### config.mk
export PLATFORM = sky130hd
export DESIGN_NAME = serial_subtractor
export DESIGN_NICKNAME = d
export VERILOG_FILES = /design/src/rtl/serial_sub_pkg.sv /design/src/rtl/full_subtractor.sv /design/src/rtl/serial_subtractor.sv
export SDC_FILE = /design/constraint.sdc
export NUM_CORES = 1
export LEC_CHECK = 0
export CAP_MARGIN = 30
export CORE_ASPECT_RATIO = 0.8
export CORE_MARGIN = 5
export CORE_UTILIZATION = 35
export DETAILED_ROUTE_END_ITERATION = 10
export PLACE_DENSITY_LB_ADDON = 0.2
export SLEW_MARGIN = 20
export SYNTH_ARGS = -nofsm -noshare
export SYNTH_HDL_FRONTEND = slang
export SYNTH_SLANG_ARGS = --single-unit
### constraint.sdc
create_clock -name clk -period 1.12 [get_ports clk]
set_input_delay 0.28 -clock clk [delete_from_list [all_inputs] [get_ports clk]]
set_output_delay 0.28 -clock clk [all_outputs]
set_load 0.01 [all_outputs]
### src/rtl/serial_sub_pkg.sv
// Shared types for the bit-serial subtractor.
package serial_sub_pkg;

    typedef enum logic [1:0] {
        IDLE  = 2'd0,
        SHIFT = 2'd1,
        DONE  = 2'd2
    } state_t;

endpackage

### src/rtl/full_subtractor.sv
// One-bit full subtractor cell: diff = x - y - bin, with borrow out.
module full_subtractor (
    input  logic x,
    input  logic y,
    input  logic bin,
    output logic diff,
    output logic bout
);

    assign diff = x ^ y ^ bin;
    assign bout = (~x & y) | (~(x ^ y) & bin);

endmodule

### src/rtl/serial_subtractor.sv
// Bit-serial unsigned subtractor D = A - B, LSB first, behind a start/done handshake.
module serial_subtractor
    import serial_sub_pkg::*;
#(
    parameter int WIDTH = 4
) (
    input  logic             clk,
    input  logic             reset,
    input  logic             start,
    input  logic [WIDTH-1:0] a,
    input  logic [WIDTH-1:0] b,
    output logic             busy,
    output logic             done,
    output logic [WIDTH-1:0] d,
    output logic             bout
);

    localparam int CNT_W = (WIDTH > 1) ? $clog2(WIDTH) : 1;

    state_t             state_q, state_d;
    logic [WIDTH-1:0]   sa_q, sa_d;
    logic [WIDTH-1:0]   sb_q, sb_d;
    logic [WIDTH-1:0]   res_q, res_d;
    logic [WIDTH-1:0]   d_q, d_d;
    logic [CNT_W-1:0]   cnt_q, cnt_d;
    logic               borrow_q, borrow_d;
    logic               bout_q, bout_d;
    logic               busy_q, busy_d;
    logic               done_q, done_d;
    logic               cell_diff;
    logic               cell_bout;

    full_subtractor u_cell (
        .x    (sa_q[0]),
        .y    (sb_q[0]),
        .bin  (borrow_q),
        .diff (cell_diff),
        .bout (cell_bout)
    );

    always_comb begin
        state_d  = state_q;
        sa_d     = sa_q;
        sb_d     = sb_q;
        res_d    = res_q;
        d_d      = d_q;
        cnt_d    = cnt_q;
        borrow_d = borrow_q;
        bout_d   = bout_q;
        done_d   = 1'b0;

        case (state_q)
            IDLE: begin
                if (start) begin
                    sa_d     = a;
                    sb_d     = b;
                    res_d    = '0;
                    cnt_d    = '0;
                    borrow_d = 1'b0;
                    state_d  = SHIFT;
                end
            end
            SHIFT: begin
                // Result fills from the MSB so the first (LSB) bit ends up at bit 0.
                res_d    = {cell_diff, res_q[WIDTH-1:1]};
                sa_d     = {1'b0, sa_q[WIDTH-1:1]};
                sb_d     = {1'b0, sb_q[WIDTH-1:1]};
                borrow_d = cell_bout;
                cnt_d    = cnt_q + CNT_W'(1);
                if (cnt_q == CNT_W'(WIDTH - 1)) begin
                    d_d     = {cell_diff, res_q[WIDTH-1:1]};
                    bout_d  = cell_bout;
                    done_d  = 1'b1;
                    state_d = DONE;
                end
            end
            DONE: begin
                state_d = IDLE;
            end
            default: begin
                state_d = IDLE;
            end
        endcase

        busy_d = (state_d == SHIFT) || (state_d == DONE);
    end

    always_ff @(posedge clk) begin
        if (reset) begin
            state_q  <= IDLE;
            sa_q     <= '0;
            sb_q     <= '0;
            res_q    <= '0;
            d_q      <= '0;
            cnt_q    <= '0;
            borrow_q <= 1'b0;
            bout_q   <= 1'b0;
            busy_q   <= 1'b0;
            done_q   <= 1'b0;
        end else begin
            state_q  <= state_d;
            sa_q     <= sa_d;
            sb_q     <= sb_d;
            res_q    <= res_d;
            d_q      <= d_d;
            cnt_q    <= cnt_d;
            borrow_q <= borrow_d;
            bout_q   <= bout_d;
            busy_q   <= busy_d;
            done_q   <= done_d;
        end
    end

    assign busy = busy_q;
    assign done = done_q;
    assign d    = d_q;
    assign bout = bout_q;

endmodule

# Yosys cells after proc, flatten, opt, wreduce, memory -nomap -nowiden

Index checks and enable logic that the tools add are counted.

Div/mod/pow operators: 0
Multiply operators: 0
Eq/ne operators: 5
Reduce and logical (&&, ||, !) cells: 6
$lt $le $gt $ge: 0
Multiplexer cells: 14
Shifts and indexed selects: 0
Add/subtract/negate cells: 1
Bitwise logic cells: 8

Operator list:

| cell                                                | number |
|---|---|
| case mux 4 bit (2 select lines)                     | 3 |
| two-way mux 4 bit                                   | 3 |
| case mux 2 bit (2 select lines)                     | 2 |
| two-way mux 2 bit                                   | 3 |
| equality test 2 x 1 -> 1 bit, second input constant | 2 |
| equality test 2 bit, second input constant          | 2 |
| AND reduction 2 bit                                 | 2 |
| inverter 1 bit                                      | 3 |
| adder 2 x 1 -> 2 bit, second input constant         | 1 |
| bitwise AND 1 bit                                   | 2 |
| logical NOT 2 bit                                   | 1 |
| two-way mux 1 bit                                   | 2 |
| inequality test 2 bit, second input constant        | 1 |
| case mux 1 bit (2 select lines)                     | 1 |
| nonzero test 2 bit                                  | 1 |
| OR reduction 2 bit                                  | 1 |
| bitwise XOR 1 bit                                   | 2 |
| logical OR 1 bit                                    | 1 |
| bitwise OR 1 bit                                    | 1 |

Bits of input ports: 11
Memory bits (read-only): 0
Word-level logic and storage cells: 44
Memory bits (writable): 0
Memories: 0
Latch bits: 0
Register bits: 24
Output and inout port bits: 7

# Longest topological paths before layout

Gate-level depths: netlist (run 1).

Word-level depth: 5
Mapped depth: 5
Gate-level depth less buffers: 4

# Hierarchy

From an unflattened synthesis (run 1), not the netlist that was laid out.

Cells, all modules: 91
Area total of the unflattened synthesis: 923.4 sq um

Modules (own cells, without submodules):

| module            | cells an instance | times used | seq. area each (sq um) | area an instance (sq um) |
|---|---|---|---|---|
| serial_subtractor | 87                | 1          | 460.4                  | 892.1 |
| full_subtractor   | 4                 | 1          | 0.0                    | 31.3 |

# Least setup slack after synthesis (run 1)

No wires, ideal clock.

Path kind: register -> register
From: register cnt_q[0]
To: register d_q[0], in the netlist d[0]
Stages on the path, launching flop included: 6
Library setup time: 0.132 ns
Arrival: 1.042 ns
Path buffers: 1
Slack: -0.055 ns
Cell sequence: dfxtp_1 ha_1 clkbuf_1 nand3b_1 nand2_1 a21oi_1

Cells in the longest elaborated chain, start to end: 2

Ends and longest elaborated chain:

| item                                 | RTL line                 | text |
|---|---|---|
| start, declared                      | serial_subtractor.sv:25  | `logic [CNT_W-1:0] cnt_q, cnt_d;` |
| start signal, assigned               | serial_subtractor.sv:106 | `cnt_q <= cnt_d;` |
| equality test 2 bit                  | serial_subtractor.sv:70  | `if (cnt_q == CNT_W'(WIDTH - 1)) begin` |
| AND reduction 2 bit (no source line) | -                        |  |
| end signal, assigned                 | serial_subtractor.sv:94  | `d_q <= '0;` |
| end signal, assigned                 | serial_subtractor.sv:105 | `d_q <= d_d;` |
| end, declared                        | serial_subtractor.sv:24  | `logic [WIDTH-1:0] d_q, d_d;` |

No other way between the ends.
A chain may end at the register's enable or synchronous reset.

# Final worst setup path (run 1)

From: register borrow_q
To: register d_q[3], in the netlist d[3]

Cells in the longest elaborated chain, start to end: 1

Ends and longest elaborated chain:

| item                   | RTL line                 | text |
|---|---|---|
| start, declared        | serial_subtractor.sv:26  | `logic borrow_q, borrow_d;` |
| start signal, assigned | serial_subtractor.sv:107 | `borrow_q <= borrow_d;` |
| bitwise XOR 1 bit      | full_subtractor.sv:10    | `assign diff = x ^ y ^ bin;` |
| named net cell_diff    | serial_subtractor.sv:30  | `logic cell_diff;` |

The timed path passes the listed nets, and every way through them passes these cells.

==> key figures, run 1 <==
GRT
  • Vias in the first global route: between 700 and 800
  • Global route total overflow: 0
  • GRT Total Usage: 0.116
  • First-pass GRT wire length: 3.29 mm
  • Largest net degree at the start of global routing: 24
  • Antenna violations before repair: 0

Clock tree
  • H-tree Lvls: 1
  • CTS Root Cell: clkbuf_4
  • Clock tree buffer depth: 2
  • Worst skew pair latency: 0.31 ns
  • CTS tree: built
  • Clock sink count: 23
  • Clock transition at the registers of the reported paths: approximately 0.12 ns
  • Hold Buf Count CTS: 0
  • Num CTS Buffers: 3

Detailed routing
  • Initial DRT Pass Iterations: 4
  • 1st-iter DRT viols: 38
  • Detail Route Antenna Nets: 0
  • Avg WL per Cell: 12.0 µm
  • Total wire length: around 1.8 mm
  • Via count: between 700 and 800
  • # DRC: 0
  • Via/cell ratio: ~4.7

Floorplan
  • Core area: between 2000 and 2500 µm²
  • Die W: approximately 67 µm
  • I/O pins: 18
  • Die height: around 55 µm
  • Starting Density: 0.365
  • Row Count: 16
  • Die ar.: roughly 3700 µm²

Run status
  • Status: complete, but fails checks
  • Failing checks: negative setup slack

Timing
  • Setup_tns: -0.132 ns
  • Hold Vio Cnt, Final: 0
  • Setup Viol. Count Final: 3
  • Tcrit/Tclk final: 1.07
  • Max Fclk: 831 MHz
  • Minimum clock period: about 1.2 ns
  • Setup WS post-layout: -0.0835 ns
  • Clock Skew: 0.00854 ns
  • RSZ-0062 raised after global routing: yes
  • Relative slew slack: 0.837
  • Max-slew violations: 0
  • Worst Tran Pin Value: between 0.2 and 0.25 ns

Cells and area
  • Most frequent cells in the layout: nor2_1, dfxtp_1, dfxtp_2
  • Fin nets: between 100 and 150
  • Number of antenna diodes: 0
  • Layout cells sized above 1: 0.330
  • Area occupied by multi-input gates: 427 µm²
  • Fill cell count: ~240
  • Area Growth Syn to Fin: 34.6%
  • Fin util: 0.492
  • Commonest non-fill, non-tap cell in the layout: nor2_1
  • Total area of sequential cells: approximately 470 µm²

Min path
  • Path type of the worst min-delay path: flip-flop to flip-flop

Critical path
  • CP delay by family, top: adder cells
  • Crit-path slowest cell: fa_2
  • Arr. time, crit path: roughly 1.5 ns
  • CP Capture Type: flip-flop
  • Buf/Inv on CP: 1
  • Critical path class: flip-flop to flip-flop
  • Worst Path Max Fanout: 2
  • Crit-path max cell delay: about 0.57 ns
  • Worst Setup Start Kind: flip-flop
  • Worst path cell trace: inv_2, fa_2, nand3_1, a21oi_1
  • CP required: 1.37 ns
  • Internal reg-to-reg setup slack: -0.08 ns

Yosys
  • Mapped Avg Cell Area: 9.89 µm²
  • Unique masters post-synth: 21
  • Mapped Nets: approximately 100
  • Synth top area share: 0.512
  • Synthesized instance count: between 90 and 100
  • Synth area leaders: dfxtp_1, mux2i_1, nor2_1
  • Yosys top cell by area: dfxtp_1
  • Yosys warning count: 0
  • Mapped Area: around 900 µm²
  • Sequential cell area fraction in the yosys report: 0.512
  • Yosys reg bits: 23

Pwr
  • VDD IR max: approximately 0.68 mV
  • Pleak: 0.478 nW
  • Power per cell area: between 1000 and 1500 nW/µm²

Placement
  • Place WS: -0.473 ns
  • Number of port buffers: 17
  • Dpl hpwl: between 1 and 1.5 mm
  • Gpl congestion: 0.718

Flow run
  • MaxCap Viol Count: 0
## path summary, 6_finish.rpt
| check | cells past startpoint | endpoint | startpoint |
|---|---|---|---|
| max | 4 | d[3] | borrow_q |
| min | 2 | d[2] | d[2] |
| max reg2reg | 4 | d[3] | borrow_q |
| min reg2reg | 2 | d[2] | d[2] |
## logic make-up (layout without fill, tap and decap cells)
| logic type | count (synthesis) | count (layout) | synth area share |
|---|---|---|---|
| multiplexers | 7 | 7 | 0.0779 |
| flip-flops | 23 | 23 | 0.512 |
| AO/OA/AOI/OAI | 21 | 21 | 0.175 |
| AND/OR/NAND/NOR | 30 | 30 | 0.149 |
| adder cells (fa/ha/maj) | 2 | 2 | 0.0362 |
| buffers and inverters | 8 | 32 | 0.0501 |
## metrics by stage
step / cell area [µm²] / instances / hold WS (ns) / total power [W]
floorplan: 902 / 91 / 0.348 / 0.00101
CTS: 1190 / 150 / 0.461 / 0.00148
global placement: 1160 / 146 / 0.446 / 0.00110
detailed placement: 1160 / 146 / 0.449 / 0.00110
global route: 1210 / 151 / 0.490 / 0.00156
finish: 1210 / 151 / 0.459 / 0.00146
## where the power goes
group / internal, W / switching [W] / total, W
clock: 0.000139 / 0.000230 / 0.000369
combinational: 0.000116 / 0.0000940 / 0.000210
sequential: 0.000855 / 0.0000256 / 0.000881
## timing repair
item	CTS	global route
buffers inserted	0	1
gates resized for setup	38	7
setup endpoints to repair	20	20
pin swaps	0	2
## synthesized netlist by cell type, drive strengths merged
cell type,count
nand3b,1
dfxtp,23
nor2,17
a22oi,6
a2bb2oi,1
nand3,4
nand2b,2
o21bai,1
a21oi,5
a211oi,7
clkbuf,3
nand2,4
and2b,1
fa,1
inv,2
buf,3
a311oi,1
mux2i,7
ha,1
nor3b,1
## cell type report
type,instances,area share
Timing Repair Buffer,26,0.192
Tap cell,36,0.0372
Sequential cell,23,0.390
Clock buffer,4,0.0217
Inverter,2,0.00620
Multi-Input combinational cell,60,0.352
## tightest hold or removal path, delay by kind of cell (launching register included)
family | cells | cell delay (ns)
simple gates | 1 | 0.05
compound gates | 1 | 0.05
flops | 1 | 0.34
## layer usage
layer  share of wire  vias to the layer above  routed length, µm  global-route usage
li1                -                      367                  -                   -
met3           0.059                        2                107              0.0527
met4          0.0072                        0                 13              0.0261
met1            0.47                      329                849               0.152
met2            0.46                       13                838               0.172
met5               0                        -                  0                   0
## state kept, by name, indices dropped and copies added, names as in the netlist
register,cells
done,1
bout,1
res_q,3
sb_q,4
busy,1
d,4
state_q,2
borrow_q,1
cnt_q,2
sa_q,4
(Power assumes the default switching activity.)
==> run 2: changes to the inputs <==
DONT_BUFFER_PORTS = 1   (was not set)
==> key figures, run 2 (synthesized netlist as in run 1, its figures left out) <==
Run status
  • Status: complete, but fails checks (unchanged)
  • Failing checks: negative setup slack (unchanged)

Clock tree
  • CTS tree: built (unchanged)
  • CTS Root Cell: clkbuf_4 (unchanged)
  • H-tree Lvls: 1 (unchanged)
  • Clock sink count: 23 (unchanged)
  • Clock transition at the registers of the reported paths: 0.13 ns (was 0.12 ns)
  • Num CTS Buffers: 3 (unchanged)
  • Clock tree buffer depth: 2 (unchanged)
  • Worst skew pair latency: 0.31 ns (about the same)
  • Hold Buf Count CTS: 2 (was 0)

Pwr
  • Pleak: 0.404 nW (was 0.478 nW)
  • Clock network fraction of total power: 0.265 (was 0.253)
  • Combinational fraction of design power: 0.117 (was 0.144)
  • Total power: 0.00143 W (was 0.00146 W)
  • Int Pwr: 0.00108 W (was 0.00111 W)
  • Reg power frac: 0.618 (was 0.603)
  • Power per cell area: 1320 nW/µm² (was 1210 nW/µm²)
  • VDD IR max: 0.604 mV (was 0.681 mV)
  • Switch Pwr: 0.000347 W (was 0.000350 W)
  • Switching Share: 0.243 (was 0.240)

Critical path
  • Worst R2R Start: borrow_q (unchanged)
  • CP endpoint: d[3] (unchanged)
  • WP depth: 4 (unchanged)
  • Crit-path slowest cell: fa_2 (unchanged)
  • CP required: 1.38 ns (was 1.37 ns)
  • Internal reg-to-reg setup slack: -0.05 ns (was -0.08 ns)
  • Worst Path Max Fanout: 2 (unchanged)
  • Buf/Inv on CP: 1 (unchanged)
  • Critical path class: flip-flop to flip-flop (unchanged)
  • Worst R2R End: d[3] (unchanged)
  • Worst Setup Start Kind: flip-flop (unchanged)
  • Arr. time, crit path: 1.43 ns (was 1.46 ns)
  • Number of cells on the worst reg-to-reg path: 4 (unchanged)
  • Worst path cell trace: inv_2, fa_2, nand3_2, a21oi_2 (was inv_2, fa_2, nand3_1, a21oi_1)
  • Crit-path max cell delay: 0.57 ns (about the same)
  • CP Capture Type: flip-flop (unchanged)
  • CP delay by family, top: adder cells (unchanged)
  • Crit path from: borrow_q (unchanged)

Timing
  • Hold Vio Cnt, Final: 0 (unchanged)
  • Max Fclk: 852 MHz (was 831 MHz)
  • Hold_ws: 0.0105 ns (was 0.459 ns)
  • Clock Skew: 0.0103 ns (was 0.00854 ns)
  • Relative slew slack: 0.729 (was 0.837)
  • Tcrit/Tclk final: 1.05 (was 1.07)
  • Worst Tran Pin Value: 0.405 ns (was 0.244 ns)
  • Max-slew violations: 0 (unchanged)
  • Minimum clock period: 1.17 ns (was 1.20 ns)
  • RSZ-0062 raised after global routing: yes (unchanged)
  • Setup Viol. Count Final: 2 (was 3)
  • Setup WS post-layout: -0.0537 ns (was -0.0835 ns)

Placement
  • Dpl hpwl: 1.19 mm (was 1.30 mm)
  • Cell Area, Placed: 981 µm² (was 1160 µm²)
  • Gpl congestion: 0.695 (was 0.718)
  • Placed Instances: 129 (was 146)
  • Number of port buffers: 0 (was 17)

Floorplan
  • Starting Density: 0.365 (unchanged)
  • I/O pins: 18 (unchanged)
  • Row Count: 16 (unchanged)
  • Die height: 55.3 µm (unchanged)
  • Core area: 2460 µm² (unchanged)
  • Die W: 66.7 µm (unchanged)
  • Die ar.: 3690 µm² (unchanged)

Cells and area
  • Layout cells sized above 1: 0.313 (was 0.330)
  • Fin area: 1080 µm² (was 1210 µm²)
  • Cell Count, Final, Fillers Out: 135 (was 151)
  • Number of antenna diodes: 0 (unchanged)
  • Fin nets: 113 (was 129)
  • Area occupied by multi-input gates: 429 µm² (was 427 µm²)
  • Total area of sequential cells: 469 µm² (was 473 µm²)
  • Area Growth Syn to Fin: 19.9% (was 34.6%)
  • Fill cell count: 238 (was 242)
  • Commonest non-fill, non-tap cell in the layout: nor2_1 (unchanged)
  • Most frequent cells in the layout: nor2_1, dfxtp_1, dfxtp_2 (unchanged)

Min path
  • Path type of the worst min-delay path: primary input to flip-flop (was flip-flop to flip-flop)

GRT
  • Largest net degree at the start of global routing: 22 (was 24)
  • Vias in the first global route: 647 (was 706)
  • Antenna violations before repair: 0 (unchanged)
  • First-pass GRT wire length: 2.99 mm (was 3.29 mm)
  • Global route total overflow: 0 (unchanged)
  • GRT Total Usage: 0.107 (was 0.116)

Detailed routing
  • Via/cell ratio: 4.88 (was 4.71)
  • Total wire length: 1.79 mm (was 1.81 mm)
  • Initial DRT Pass Iterations: 4 (unchanged)
  • 1st-iter DRT viols: 14 (was 38)
  • # DRC: 0 (unchanged)
  • Via count: 659 (was 711)
  • Avg WL per Cell: 13.2 µm (was 12.0 µm)
  • Detail Route Antenna Nets: 0 (unchanged)

Flow run
  • MaxCap Viol Count: 0 (unchanged)
run 2: repair_timing:
action / in CTS / in global routing
pin swaps: 1 / 5
endpoints found under the hold margin: 3 / 14
setup buffers: 0 / 0
gates resized for setup: 3 / 14
endpoints found under the setup margin: 7 / 13
run 2: metrics by stage:
| stage | setup TNS [ns] | util | setup WS [ns] |
|---|---|---|---|
| 4_1_cts | -0.159 | 0.419 | -0.0661 |
| 6_report | -0.0841 | 0.438 | -0.0537 |
| 3_3_place_gp | -0.0401 | 0.398 | -0.0279 |
| 2_1_floorplan | -0.0244 | - | -0.0136 |
| 3_5_place_dp | -0.126 | 0.398 | -0.0642 |
| 5_1_grt | -0.214 | 0.438 | -0.108 |
run 2: how the worst min path moves through the flow:
stage	start	to	slack, ns	cells after the start
6_report	reset	sb_q[0]	0.01	1
5_1_grt	reset	sb_q[0]	-0.02	1
4_1_cts	reset	sb_q[2]	0.002	1
3_5_place_dp	reset	borrow_q	0.35	1
3_3_place_gp	reset	borrow_q	0.35	1
2_1_floorplan	reset	bout	0.35	1
run 2: area by class of cell:
cell class / instances / area share
sequential: 23 / 0.435
multi-input combinational: 60 / 0.398
timing repair buffer: 10 / 0.0928
tap: 36 / 0.0418
clock buffer: 3 / 0.0209
inverter: 2 / 0.00696
clock inverter: 1 / 0.00464
run 2: power by group through the flow:
stage	sequential (W)	combinational, W	clock, W
floorplan	0.000891	0.000114	0
global route	0.000886	0.000185	0.000436
global placement	0.000896	0.000141	0
finish	0.000881	0.000166	0.000379
CTS	0.000880	0.000152	0.000400
detailed placement	0.000897	0.000142	0
run 2: per-layer routing:
metal | routed length (µm) | global-route usage
met2 | 733 | 0.131
met1 | 868 | 0.139
met5 | 0 | 0
met4 | 61 | 0.0725
met3 | 124 | 0.0568
==> run 3: changes to the inputs <==
ABC_AREA = 0   (was not set)
SETUP_SLACK_MARGIN = 0.02   (was not set)
SKIP_CTS_REPAIR_TIMING = 1   (was not set)
==> key figures, run 3 (synthesized netlist as in run 1, its figures left out) <==
Cells and area
  • Fin nets: 112 (was 113)
  • Commonest non-fill, non-tap cell in the layout: nor2_1 (unchanged)
  • Most frequent cells in the layout: nor2_1, dfxtp_1, dfxtp_2, buf_4 (was nor2_1, dfxtp_1, dfxtp_2)
  • Fin area: 1060 µm² (was 1080 µm²)
  • Area Growth Syn to Fin: 18.1% (was 19.9%)
  • Fin util: 0.431 (was 0.438)
  • Layout cells sized above 1: 0.327 (was 0.313)
  • Number of antenna diodes: 0 (unchanged)

Pwr
  • VDD IR max: 0.699 mV (was 0.604 mV)
  • Power per cell area: 1340 nW/µm² (was 1320 nW/µm²)
  • Pleak: 0.399 nW (was 0.404 nW)
  • Total power: 0.00142 W (was 0.00143 W)

GRT
  • Vias in the first global route: 625 (was 647)
  • Largest net degree at the start of global routing: 24 (was 22)
  • First-pass GRT wire length: 2.90 mm (was 2.99 mm)
  • Antenna violations before repair: 0 (unchanged)
  • Global route total overflow: 0 (unchanged)
  • GRT Total Usage: 0.103 (was 0.107)

Timing
  • Relative slew slack: 0.719 (was 0.729)
  • Setup WS post-layout: -0.0506 ns (was -0.0537 ns)
  • RSZ-0062 raised after global routing: yes (unchanged)
  • Hold_ws: 0.00166 ns (was 0.0105 ns)
  • Max-slew violations: 0 (unchanged)
  • Minimum clock period: 1.17 ns (about the same)
  • Worst Tran Pin Value: 0.421 ns (was 0.405 ns)
  • Tcrit/Tclk final: 1.05 (about the same)
  • Max Fclk: 854 MHz (was 852 MHz)
  • Clock Skew: 0.0121 ns (was 0.0103 ns)
  • Setup Viol. Count Final: 3 (was 2)
  • Setup_tns: -0.0895 ns (was -0.0841 ns)
  • Hold Vio Cnt, Final: 0 (unchanged)

Clock tree
  • Clock transition at the registers of the reported paths: 0.13 ns (about the same)
  • Clock tree buffer depth: 2 (unchanged)
  • Worst skew pair latency: 0.32 ns (was 0.31 ns)
  • CTS Root Cell: clkbuf_4 (unchanged)
  • H-tree Lvls: 1 (unchanged)
  • Clock sink count: 23 (unchanged)
  • CTS tree: built (unchanged)
  • Num CTS Buffers: 3 (unchanged)

Flow run
  • MaxCap Viol Count: 0 (unchanged)

Critical path
  • Worst Path Max Fanout: 2 (unchanged)
  • CP Capture Type: flip-flop (unchanged)
  • Critical path class: flip-flop to flip-flop (unchanged)
  • Arr. time, crit path: 1.44 ns (was 1.43 ns)
  • CP required: 1.39 ns (was 1.38 ns)
  • Internal reg-to-reg setup slack: -0.05 ns (about the same)
  • Worst Setup Start Kind: flip-flop (unchanged)

Detailed routing
  • # DRC: 0 (unchanged)
  • Via count: 640 (was 659)
  • Detail Route Antenna Nets: 0 (unchanged)
  • 1st-iter DRT viols: 19 (was 14)
  • Via/cell ratio: 4.78 (was 4.88)
  • Avg WL per Cell: 13.2 µm (about the same)
  • Initial DRT Pass Iterations: 4 (unchanged)
  • Total wire length: 1.76 mm (was 1.79 mm)

Floorplan
  • Die ar.: 3690 µm² (unchanged)
  • Core area: 2460 µm² (unchanged)
  • Die height: 55.3 µm (unchanged)
  • Starting Density: 0.365 (unchanged)
  • I/O pins: 18 (unchanged)
  • Row Count: 16 (unchanged)
  • Die W: 66.7 µm (unchanged)

Placement
  • Gpl congestion: 0.695 (unchanged)
  • Number of port buffers: 0 (unchanged)
  • Dpl hpwl: 1.19 mm (unchanged)
  • Cell Area, Placed: 981 µm² (unchanged)

Run status
  • Failing checks: negative setup slack (unchanged)
  • Status: complete, but fails checks (unchanged)

Min path
  • Path type of the worst min-delay path: primary input to flip-flop (unchanged)
run 3: cell types whose count changed in the layout (fill, tap and decap cells not counted):
cell / delta
dlygate4sd3_1: -2
buf_6: -1
buf_4: +2
run 3: critical path, cell delays in order, from the launching register on:
cell,delay (ns)
dfxtp_2,0.35
inv_2,0.04
fa_2,0.57
nand3_2,0.06
a21oi_2,0.11
run 3: layout make-up:
| type | instances | area [µm²] |
|---|---|---|
| Clock buffer | 3 | 22.5 |
| Clock inverter | 1 | 5.00 |
| Fill cell | 242 | 1400 |
| Inverter | 2 | 7.51 |
| Multi-Input combinational cell | 60 | 429 |
| Sequential cell | 23 | 469 |
| Tap cell | 36 | 45.0 |
| Timing Repair Buffer | 9 | 83.8 |
run 3: path summary, 6_finish.rpt:
path | start | to | cells past startpoint
max | borrow_q | d[3] | 4
min | reset | sb_q[0] | 1
max reg2reg | borrow_q | d[3] | 4
min reg2reg | res_q[1] | d[0] | 2
run 3: routing by layer:
| layer | routed length, µm | track usage | up-vias |
|---|---|---|---|
| li1 | - | - | 335 |
| met1 | 877 | 0.135 | 291 |
| met2 | 744 | 0.131 | 12 |
| met3 | 118 | 0.0568 | 2 |
| met4 | 23 | 0.0522 | 0 |
| met5 | 0 | 0 | - |
run 3: metrics by stage:
| stage | worst slack (ns) | cells |
|---|---|---|
| final | -0.0506 | 134 |
| after global routing | -0.110 | 134 |
| after CTS | -0.0840 | 133 |
| after detailed placement | -0.0642 | 129 |
| after global placement | -0.0279 | 129 |
| after floorplan | -0.0136 | 91 |
run 3: power by group:
group | internal, W | switching (W) | leakage, nW
clock | 0.000134 | 0.000249 | 0.0177
combinational | 0.0000840 | 0.0000724 | 0.191
sequential | 0.000856 | 0.0000248 | 0.191
